$ cat src/rtl/layer_test_sequencer_if.sv
// Tester-facing handshake and chain-side signals of the layer self-test sequencer.
// The slave modport is the sequencer; the master modport is the tester/chain side.
interface layer_test_sequencer_if #(
    parameter int SIG_LEN = 8
);
    logic               start;
    logic               abort;
    logic               sort_finish_0;
    logic               sort_finish_1;
    logic               chain_data;
    logic [SIG_LEN-1:0] expected_sig;
    logic               f_layer_0;
    logic               f_layer_1;
    logic               busy;
    logic               done;
    logic               pass;
    logic [1:0]         timeout_err;
    logic [SIG_LEN-1:0] signature;

    modport master (
        output start, abort, sort_finish_0, sort_finish_1, chain_data, expected_sig,
        input  f_layer_0, f_layer_1, busy, done, pass, timeout_err, signature
    );

    modport slave (
        input  start, abort, sort_finish_0, sort_finish_1, chain_data, expected_sig,
        output f_layer_0, f_layer_1, busy, done, pass, timeout_err, signature
    );
endinterface

$ cat src/rtl/layer_test_sequencer.sv
// Runs layer 0 then layer 1 of the self-test chain with per-layer timeouts, shifts in a
// serial signature from the chain and reports done/pass. All outputs are registered.
module layer_test_sequencer #(
    parameter int TIMEOUT_CYCLES = 1024,
    parameter int SIG_LEN        = 8
) (
    input  logic                    t_clk,
    input  logic                    rst,
    layer_test_sequencer_if.slave   bus
);
    localparam int CMAX = (TIMEOUT_CYCLES > SIG_LEN) ? TIMEOUT_CYCLES : SIG_LEN;
    localparam int CW   = $clog2(CMAX);
    localparam logic [CW-1:0] C_TIMEOUT = CW'(TIMEOUT_CYCLES - 1);
    localparam logic [CW-1:0] C_SIGEND  = CW'(SIG_LEN - 1);

    typedef enum logic [2:0] {
        S_IDLE,
        S_WAIT_L0,
        S_WAIT_L1,
        S_CAPTURE,
        S_DONE
    } state_t;

    state_t             r_state;
    logic [CW-1:0]      r_cnt;
    logic [1:0]         r_timeout_err;
    logic [SIG_LEN-1:0] r_signature;
    logic               r_pass;
    logic               r_f_layer_0;
    logic               r_f_layer_1;
    logic               r_busy;
    logic               r_done;

    state_t             w_state_nxt;
    logic [CW-1:0]      w_cnt_nxt;
    logic [1:0]         w_timeout_err_nxt;
    logic [SIG_LEN-1:0] w_signature_nxt;
    logic               w_pass_nxt;

    always_ff @(posedge t_clk) begin
        if (rst) begin
            r_state       <= S_IDLE;
            r_cnt         <= '0;
            r_timeout_err <= '0;
            r_signature   <= '0;
            r_pass        <= 1'b0;
            r_f_layer_0   <= 1'b0;
            r_f_layer_1   <= 1'b0;
            r_busy        <= 1'b0;
            r_done        <= 1'b0;
        end else begin
            r_state       <= w_state_nxt;
            r_cnt         <= w_cnt_nxt;
            r_timeout_err <= w_timeout_err_nxt;
            r_signature   <= w_signature_nxt;
            r_pass        <= w_pass_nxt;
            // Outputs decode the next state so they line up with the state they describe.
            r_f_layer_0   <= (w_state_nxt == S_WAIT_L0);
            r_f_layer_1   <= (w_state_nxt == S_WAIT_L1);
            r_busy        <= (w_state_nxt != S_IDLE);
            r_done        <= (w_state_nxt == S_DONE);
        end
    end

    always_comb begin
        w_state_nxt       = r_state;
        w_cnt_nxt         = r_cnt;
        w_timeout_err_nxt = r_timeout_err;
        w_signature_nxt   = r_signature;
        w_pass_nxt        = r_pass;

        case (r_state)
            S_IDLE: begin
                if (bus.start) begin
                    w_state_nxt       = S_WAIT_L0;
                    w_cnt_nxt         = '0;
                    w_timeout_err_nxt = '0;
                    w_signature_nxt   = '0;
                    w_pass_nxt        = 1'b0;
                end
            end
            S_WAIT_L0: begin
                w_cnt_nxt = r_cnt + CW'(1);
                if (bus.sort_finish_0) begin
                    w_state_nxt = S_WAIT_L1;
                    w_cnt_nxt   = '0;
                end else if (r_cnt == C_TIMEOUT) begin
                    w_state_nxt          = S_DONE;
                    w_cnt_nxt            = '0;
                    w_timeout_err_nxt[0] = 1'b1;
                end
            end
            S_WAIT_L1: begin
                w_cnt_nxt = r_cnt + CW'(1);
                if (bus.sort_finish_1) begin
                    w_state_nxt = S_CAPTURE;
                    w_cnt_nxt   = '0;
                end else if (r_cnt == C_TIMEOUT) begin
                    w_state_nxt          = S_DONE;
                    w_cnt_nxt            = '0;
                    w_timeout_err_nxt[1] = 1'b1;
                end
            end
            S_CAPTURE: begin
                // First captured bit ends up in the MSB.
                w_signature_nxt = {r_signature[SIG_LEN-2:0], bus.chain_data};
                w_cnt_nxt       = r_cnt + CW'(1);
                if (r_cnt == C_SIGEND) begin
                    w_state_nxt = S_DONE;
                    w_cnt_nxt   = '0;
                end
            end
            S_DONE: begin
                w_pass_nxt  = (r_timeout_err == 2'b00) && (r_signature == bus.expected_sig);
                w_state_nxt = S_IDLE;
            end
            default: begin
                w_state_nxt = S_IDLE;
            end
        endcase

        // Abort outranks every transition; results are kept but the run cannot pass.
        if ((r_state != S_IDLE) && bus.abort) begin
            w_state_nxt       = S_IDLE;
            w_cnt_nxt         = '0;
            w_timeout_err_nxt = r_timeout_err;
            w_signature_nxt   = r_signature;
            w_pass_nxt        = 1'b0;
        end
    end

    assign bus.f_layer_0   = r_f_layer_0;
    assign bus.f_layer_1   = r_f_layer_1;
    assign bus.busy        = r_busy;
    assign bus.done        = r_done;
    assign bus.pass        = r_pass;
    assign bus.timeout_err = r_timeout_err;
    assign bus.signature   = r_signature;
endmodule

$ cat src/flat_wrapper.sv
// flat-port wrapper written by rule: the top's interface ports become plain ports
module layer_test_sequencer_flat 
#(
    parameter int TIMEOUT_CYCLES = 1024,
    parameter int SIG_LEN        = 8
)
  (t_clk, rst, bus_start, bus_abort, bus_sort_finish_0, bus_sort_finish_1, bus_chain_data, bus_expected_sig, bus_f_layer_0, bus_f_layer_1, bus_busy, bus_done, bus_pass, bus_timeout_err, bus_signature);
  layer_test_sequencer_if #(.SIG_LEN(SIG_LEN)) bus_i ();
  input  logic t_clk;
  input  logic rst;
  input wire logic [$bits(bus_i.start)-1:0] bus_start;
  input wire logic [$bits(bus_i.abort)-1:0] bus_abort;
  input wire logic [$bits(bus_i.sort_finish_0)-1:0] bus_sort_finish_0;
  input wire logic [$bits(bus_i.sort_finish_1)-1:0] bus_sort_finish_1;
  input wire logic [$bits(bus_i.chain_data)-1:0] bus_chain_data;
  input wire logic [$bits(bus_i.expected_sig)-1:0] bus_expected_sig;
  output wire logic [$bits(bus_i.f_layer_0)-1:0] bus_f_layer_0;
  output wire logic [$bits(bus_i.f_layer_1)-1:0] bus_f_layer_1;
  output wire logic [$bits(bus_i.busy)-1:0] bus_busy;
  output wire logic [$bits(bus_i.done)-1:0] bus_done;
  output wire logic [$bits(bus_i.pass)-1:0] bus_pass;
  output wire logic [$bits(bus_i.timeout_err)-1:0] bus_timeout_err;
  output wire logic [$bits(bus_i.signature)-1:0] bus_signature;
  assign bus_i.start = bus_start;
  assign bus_i.abort = bus_abort;
  assign bus_i.sort_finish_0 = bus_sort_finish_0;
  assign bus_i.sort_finish_1 = bus_sort_finish_1;
  assign bus_i.chain_data = bus_chain_data;
  assign bus_i.expected_sig = bus_expected_sig;
  assign bus_f_layer_0 = bus_i.f_layer_0;
  assign bus_f_layer_1 = bus_i.f_layer_1;
  assign bus_busy = bus_i.busy;
  assign bus_done = bus_i.done;
  assign bus_pass = bus_i.pass;
  assign bus_timeout_err = bus_i.timeout_err;
  assign bus_signature = bus_i.signature;
  layer_test_sequencer #(.TIMEOUT_CYCLES(TIMEOUT_CYCLES), .SIG_LEN(SIG_LEN)) u_core (.t_clk(t_clk), .rst(rst), .bus(bus_i));
endmodule
$ cat config.mk
export PLATFORM = sky130hd
export DESIGN_NAME = layer_test_sequencer_flat
export DESIGN_NICKNAME = d
export VERILOG_FILES = /design/src/rtl/layer_test_sequencer_if.sv /design/src/rtl/layer_test_sequencer.sv /design/src/flat_wrapper.sv
export SDC_FILE = /design/constraint.sdc
export NUM_CORES = 1
export LEC_CHECK = 0
export CORE_MARGIN = 2
export CORE_UTILIZATION = 45
export DETAILED_ROUTE_END_ITERATION = 12
export PLACE_DENSITY = 0.78
export SLEW_MARGIN = 30
export SYNTH_ARGS = -nofsm -noshare
export SYNTH_HDL_FRONTEND = slang
export SYNTH_SLANG_ARGS = --single-unit
$ cat constraint.sdc
create_clock -name t_clk -period 1.6 [get_ports t_clk]
set_input_delay 0.32 -clock t_clk [delete_from_list [all_inputs] [get_ports t_clk]]
set_output_delay 0.32 -clock t_clk [all_outputs]
set_load 0.01 [all_outputs]
==> impl_results.rst <==
.. list-table::
   :header-rows: 1

   * - Metric
     - Value
   * - Status
     - finished with violations
   * - Violated checks
     - setup timing
   * - Total number of H-tree levels
     - 1
   * - Worst-case clock skew
     - ~0.01 ns
   * - Number of standard-cell rows in the floorplan
     - 20
   * - Number of violations reported at the end of detailed-routing iteration 0
     - 55
   * - Element type at the critical path end
     - flop
   * - Clock tree root buffer cell
     - sky130_fd_sc_hd__clkbuf_4
   * - Required time at the endpoint of the critical path
     - 1.85 ns
   * - Seq/Total Area, Yosys
     - 0.405
   * - Remaining DRCs
     - 0
   * - Peak supply drop
     - 549 uV
   * - Final weighted congestion in routability-driven placement
     - between 0.8 and 0.9
   * - Max Clk Rate
     - between 600 and 700 MHz
   * - Total routing resource utilization after global routing
     - 0.232
   * - Worst hold-check path type
     - flop to flop
   * - Most common flop cell mapped by yosys
     - sky130_fd_sc_hd__dfxtp_1
   * - Via-to-Cell Ratio
     - 5.91
   * - Critical R2R Capture
     - u_core.r_cnt[9]
   * - Fillers
     - 228
   * - Final nets
     - 234
   * - Total number of clock tree sinks
     - 28
   * - Number of placed I/O pins
     - 30
   * - Vias
     - 1,478
   * - Syn_nets
     - 175
   * - Series of cell instances along the critical path
     - nor4_4 -> and4_2 -> o22ai_1 -> buf_4 -> a22oi_2 -> nor2_1
   * - Reported max-cap violation count
     - 0
   * - Leakage component of the power
     - 1.00 nW
   * - Hold buffer count at CTS
     - 0
   * - Maximum fanout count along the critical path
     - 11
   * - Worst max-slew margin expressed relative to the limit
     - 0.755
   * - Effective utilization at floorplan
     - 0.465
   * - Antenna cell count
     - 0
   * - Number of global-route vias before repair
     - 1,441
   * - Worst EP arrival
     - 1.87 ns
   * - Initial DRT Pass Iterations
     - 4
   * - RSZ-0062 raised after global routing
     - yes
   * - Core Footprint
     - about 0.0030 mm^2
   * - Min setup slack post-route
     - -0.0205 ns
   * - Number of enable-type register cells in the synthesized netlist
     - 0
   * - Clock edge transition at the registers on the reported setup and hold paths
     - 0.16 ns
   * - Setup slack of the worst register-to-register path
     - -0.02 ns
   * - Hold_ws
     - 0.531 ns
   * - Transition time of the tightest slew-check pin
     - ~0.37 ns
   * - Setup tns final
     - -0.0448 ns
   * - Proportion of layout cells with a drive suffix above 1
     - 0.369
   * - Cell with the biggest individual delay on the critical path
     - sky130_fd_sc_hd__dfxtp_4
   * - Number of nets with antenna violations after detailed routing
     - 0
   * - Element type at the critical path start
     - flop
   * - Post-synth design cell area
     - 0.00138 mm^2
   * - Critical path endpoint
     - u_core.r_cnt[9]
   * - Wire length of the first global-routing pass
     - between 6 and 7 mm
   * - Maximum root-to-sink buffer count
     - 2
   * - Sum of net half-perimeters after detailed placement
     - 2.90 mm
   * - Post-Place Setup Slack
     - -0.199 ns
   * - Final number of max-transition violations
     - 0
   * - Flip-flop and latch count after synthesis
     - 28
   * - Fin crit period
     - 1.62 ns
   * - Post-layout utilization of the core
     - 0.719
   * - Pin count of the biggest net entering global routing
     - 17
   * - Async SR Flop Fraction
     - 0
   * - IO buf count
     - 29
   * - Synthesis Warnings
     - 0
   * - WL/cell
     - between 15 and 20 um
   * - Setup-failing EPs final
     - 3
   * - Chip Height
     - 59.5 um
   * - Cts bufs inserted
     - 3
   * - Power per unit of standard cell area
     - ~740 mW/mm^2
   * - Layout area overhead
     - 54.8%
   * - Delay of the slowest cell on the worst path
     - 0.41 ns
   * - Initial antenna violation count
     - 0
   * - FF-to-FF path depth
     - 6
   * - Worst setup path start
     - u_core.r_cnt[7]
   * - Syn Inst Count
     - 159
   * - Distinct cells, synth
     - 40
   * - Overflow after GRT
     - 0
   * - Clock latency on the worst-skew pair
     - 0.35 ns
   * - Post-layout total power
     - 1.59 mW
   * - Clock tree from TritonCTS
     - yes
   * - Syn avg cell area
     - about 8.7 um^2
   * - Final hold vios
     - 0
   * - Die ar.
     - 0.00353 mm^2
   * - Startpoint of the worst register-to-register path
     - u_core.r_cnt[7]
   * - Routed WL
     - 4.19 mm
   * - Post-route clock period utilization
     - 1.01
   * - Type of the worst setup path
     - flop to flop
   * - Width of the chip
     - 59.5 um
[worst max-delay path, delay by kind of cell (launching register included)]
| kind | cells | cell delay (ns) |
|---|---|---|
| simple gates | 3 | 0.68 |
| flops | 1 | 0.41 |
| compound gates | 2 | 0.24 |
| buf+inv | 1 | 0.19 |
[per-stage QoR]
step | cell area (um^2) | instances
CTS | 2000 | 247
detailed placement | 1910 | 242
finish | 2140 | 250
global route | 2140 | 250
floorplan | 1400 | 159
global placement | 1910 | 242
[report_power, final]
group	switching (mW)	internal [mW]	total, mW
clock network	0.226	0.254	0.479
registers	0.0240	0.717	0.741
logic	0.184	0.189	0.372
[layer usage]
layer | part of all wire | GRT usage
met1 | 0.40 | 0.267
met2 | 0.51 | 0.405
met3 | 0.049 | 0.0371
met4 | 0.038 | 0.123
met5 | 0 | 0
[layout by cell type (no fill, tap or decap), types with 2 or more instances in the layout]
cell type	count
sky130_fd_sc_hd__nand4_1	3
sky130_fd_sc_hd__nor3_1	3
sky130_fd_sc_hd__a211o_1	2
sky130_fd_sc_hd__nor4_1	3
sky130_fd_sc_hd__or2_2	2
sky130_fd_sc_hd__a22oi_2	5
sky130_fd_sc_hd__a21oi_1	3
sky130_fd_sc_hd__a31oi_1	4
sky130_fd_sc_hd__a22oi_1	9
sky130_fd_sc_hd__nor3b_1	2
sky130_fd_sc_hd__nand3_1	6
sky130_fd_sc_hd__dlymetal6s2s_1	8
sky130_fd_sc_hd__xnor2_1	5
sky130_fd_sc_hd__buf_4	32
sky130_fd_sc_hd__nand2_1	8
sky130_fd_sc_hd__o21ai_0	2
sky130_fd_sc_hd__nand3b_1	3
sky130_fd_sc_hd__clkdlybuf4s50_1	17
sky130_fd_sc_hd__o21bai_1	2
sky130_fd_sc_hd__nor2_1	25
sky130_fd_sc_hd__xor2_1	8
sky130_fd_sc_hd__dlygate4sd2_1	4
sky130_fd_sc_hd__dfxtp_1	9
sky130_fd_sc_hd__dfxtp_2	14
sky130_fd_sc_hd__and4_2	2
sky130_fd_sc_hd__dfxtp_4	5
sky130_fd_sc_hd__clkbuf_4	3
sky130_fd_sc_hd__nor2_2	3
sky130_fd_sc_hd__nor4_4	2
sky130_fd_sc_hd__inv_1	2
[synth_stat cells (2+ instances only)]
cell                       count  area share
sky130_fd_sc_hd__nor2_1       28       0.076
sky130_fd_sc_hd__dfxtp_1      28        0.41
sky130_fd_sc_hd__nand3b_1      3       0.016
sky130_fd_sc_hd__o21bai_1      2       0.011
sky130_fd_sc_hd__a211o_1       2       0.013
sky130_fd_sc_hd__a22oi_1      14       0.076
sky130_fd_sc_hd__buf_2         5       0.018
sky130_fd_sc_hd__a31oi_1       4       0.018
sky130_fd_sc_hd__nor3_1        5       0.018
sky130_fd_sc_hd__nand3_1       6       0.022
sky130_fd_sc_hd__nand2_1       8       0.022
sky130_fd_sc_hd__and4_2        2       0.014
sky130_fd_sc_hd__clkbuf_1      2      0.0054
sky130_fd_sc_hd__a21oi_1       3       0.011
sky130_fd_sc_hd__o21ai_0       2      0.0072
sky130_fd_sc_hd__xnor2_1       5       0.032
sky130_fd_sc_hd__or2_2         2      0.0090
sky130_fd_sc_hd__nand4_1       3       0.014
sky130_fd_sc_hd__inv_1         2      0.0054
sky130_fd_sc_hd__nor4_1        5       0.023
sky130_fd_sc_hd__xor2_1        8       0.051
sky130_fd_sc_hd__nor3b_1       2       0.011
[final cells by class]
type | instances | area (um^2) | area share
clock buffer | 3 | 22.5 | 0.0105
clock inverter | 1 | 30.0 | 0.0140
inverter | 2 | 7.51 | 0.00350
multi-input combinational | 121 | 887 | 0.414
sequential | 28 | 597 | 0.279
tap | 33 | 41.3 | 0.0193
timing repair buffer | 62 | 557 | 0.260
[sequential cells by signal (all words and copies together), names as in the netlist]
register,count
u_core.bus.pass,1
u_core.bus.busy,1
u_core.bus.f_layer_0,1
u_core.bus.f_layer_1,1
u_core.bus.done,1
u_core.bus.signature,8
u_core.bus.timeout_err,2
u_core.r_cnt,10
u_core.r_state,3
[worst min path at each step]
stage                                    from                         to  depth (start not counted)
floorplan                                 rst            u_core.r_cnt[2]                          2
detailed placement            u_core.bus.pass            u_core.bus.pass                          2
global placement              u_core.bus.pass            u_core.bus.pass                          2
global route                  u_core.bus.pass            u_core.bus.pass                          2
CTS                 u_core.bus.timeout_err[1]  u_core.bus.timeout_err[1]                          2
finish                        u_core.bus.pass            u_core.bus.pass                          2
[kinds of logic (layout without fill, tap and decap cells)]
logic type                 count (synthesis)  count (layout)  share of synthesized area
AOI/OAI and AO/OA                         32              32                      0.171
and+or+nand+nor                           73              73                      0.283
buffers and inverters                     10              68                     0.0344
xor gates and xnor gates                  13              13                     0.0823
DFF                                       28              28                      0.405
adders and majority gates                  1               1                    0.00904
muxes                                      2               2                     0.0154
[repair_timing]
item	4_1_cts	5_1_grt
endpoints found under the hold margin	0	0
resized for setup	16	36
setup buffers	1	3
setup endpoints to repair	21	29
pin swaps	4	10
Power figures use the tool's default switching activity.
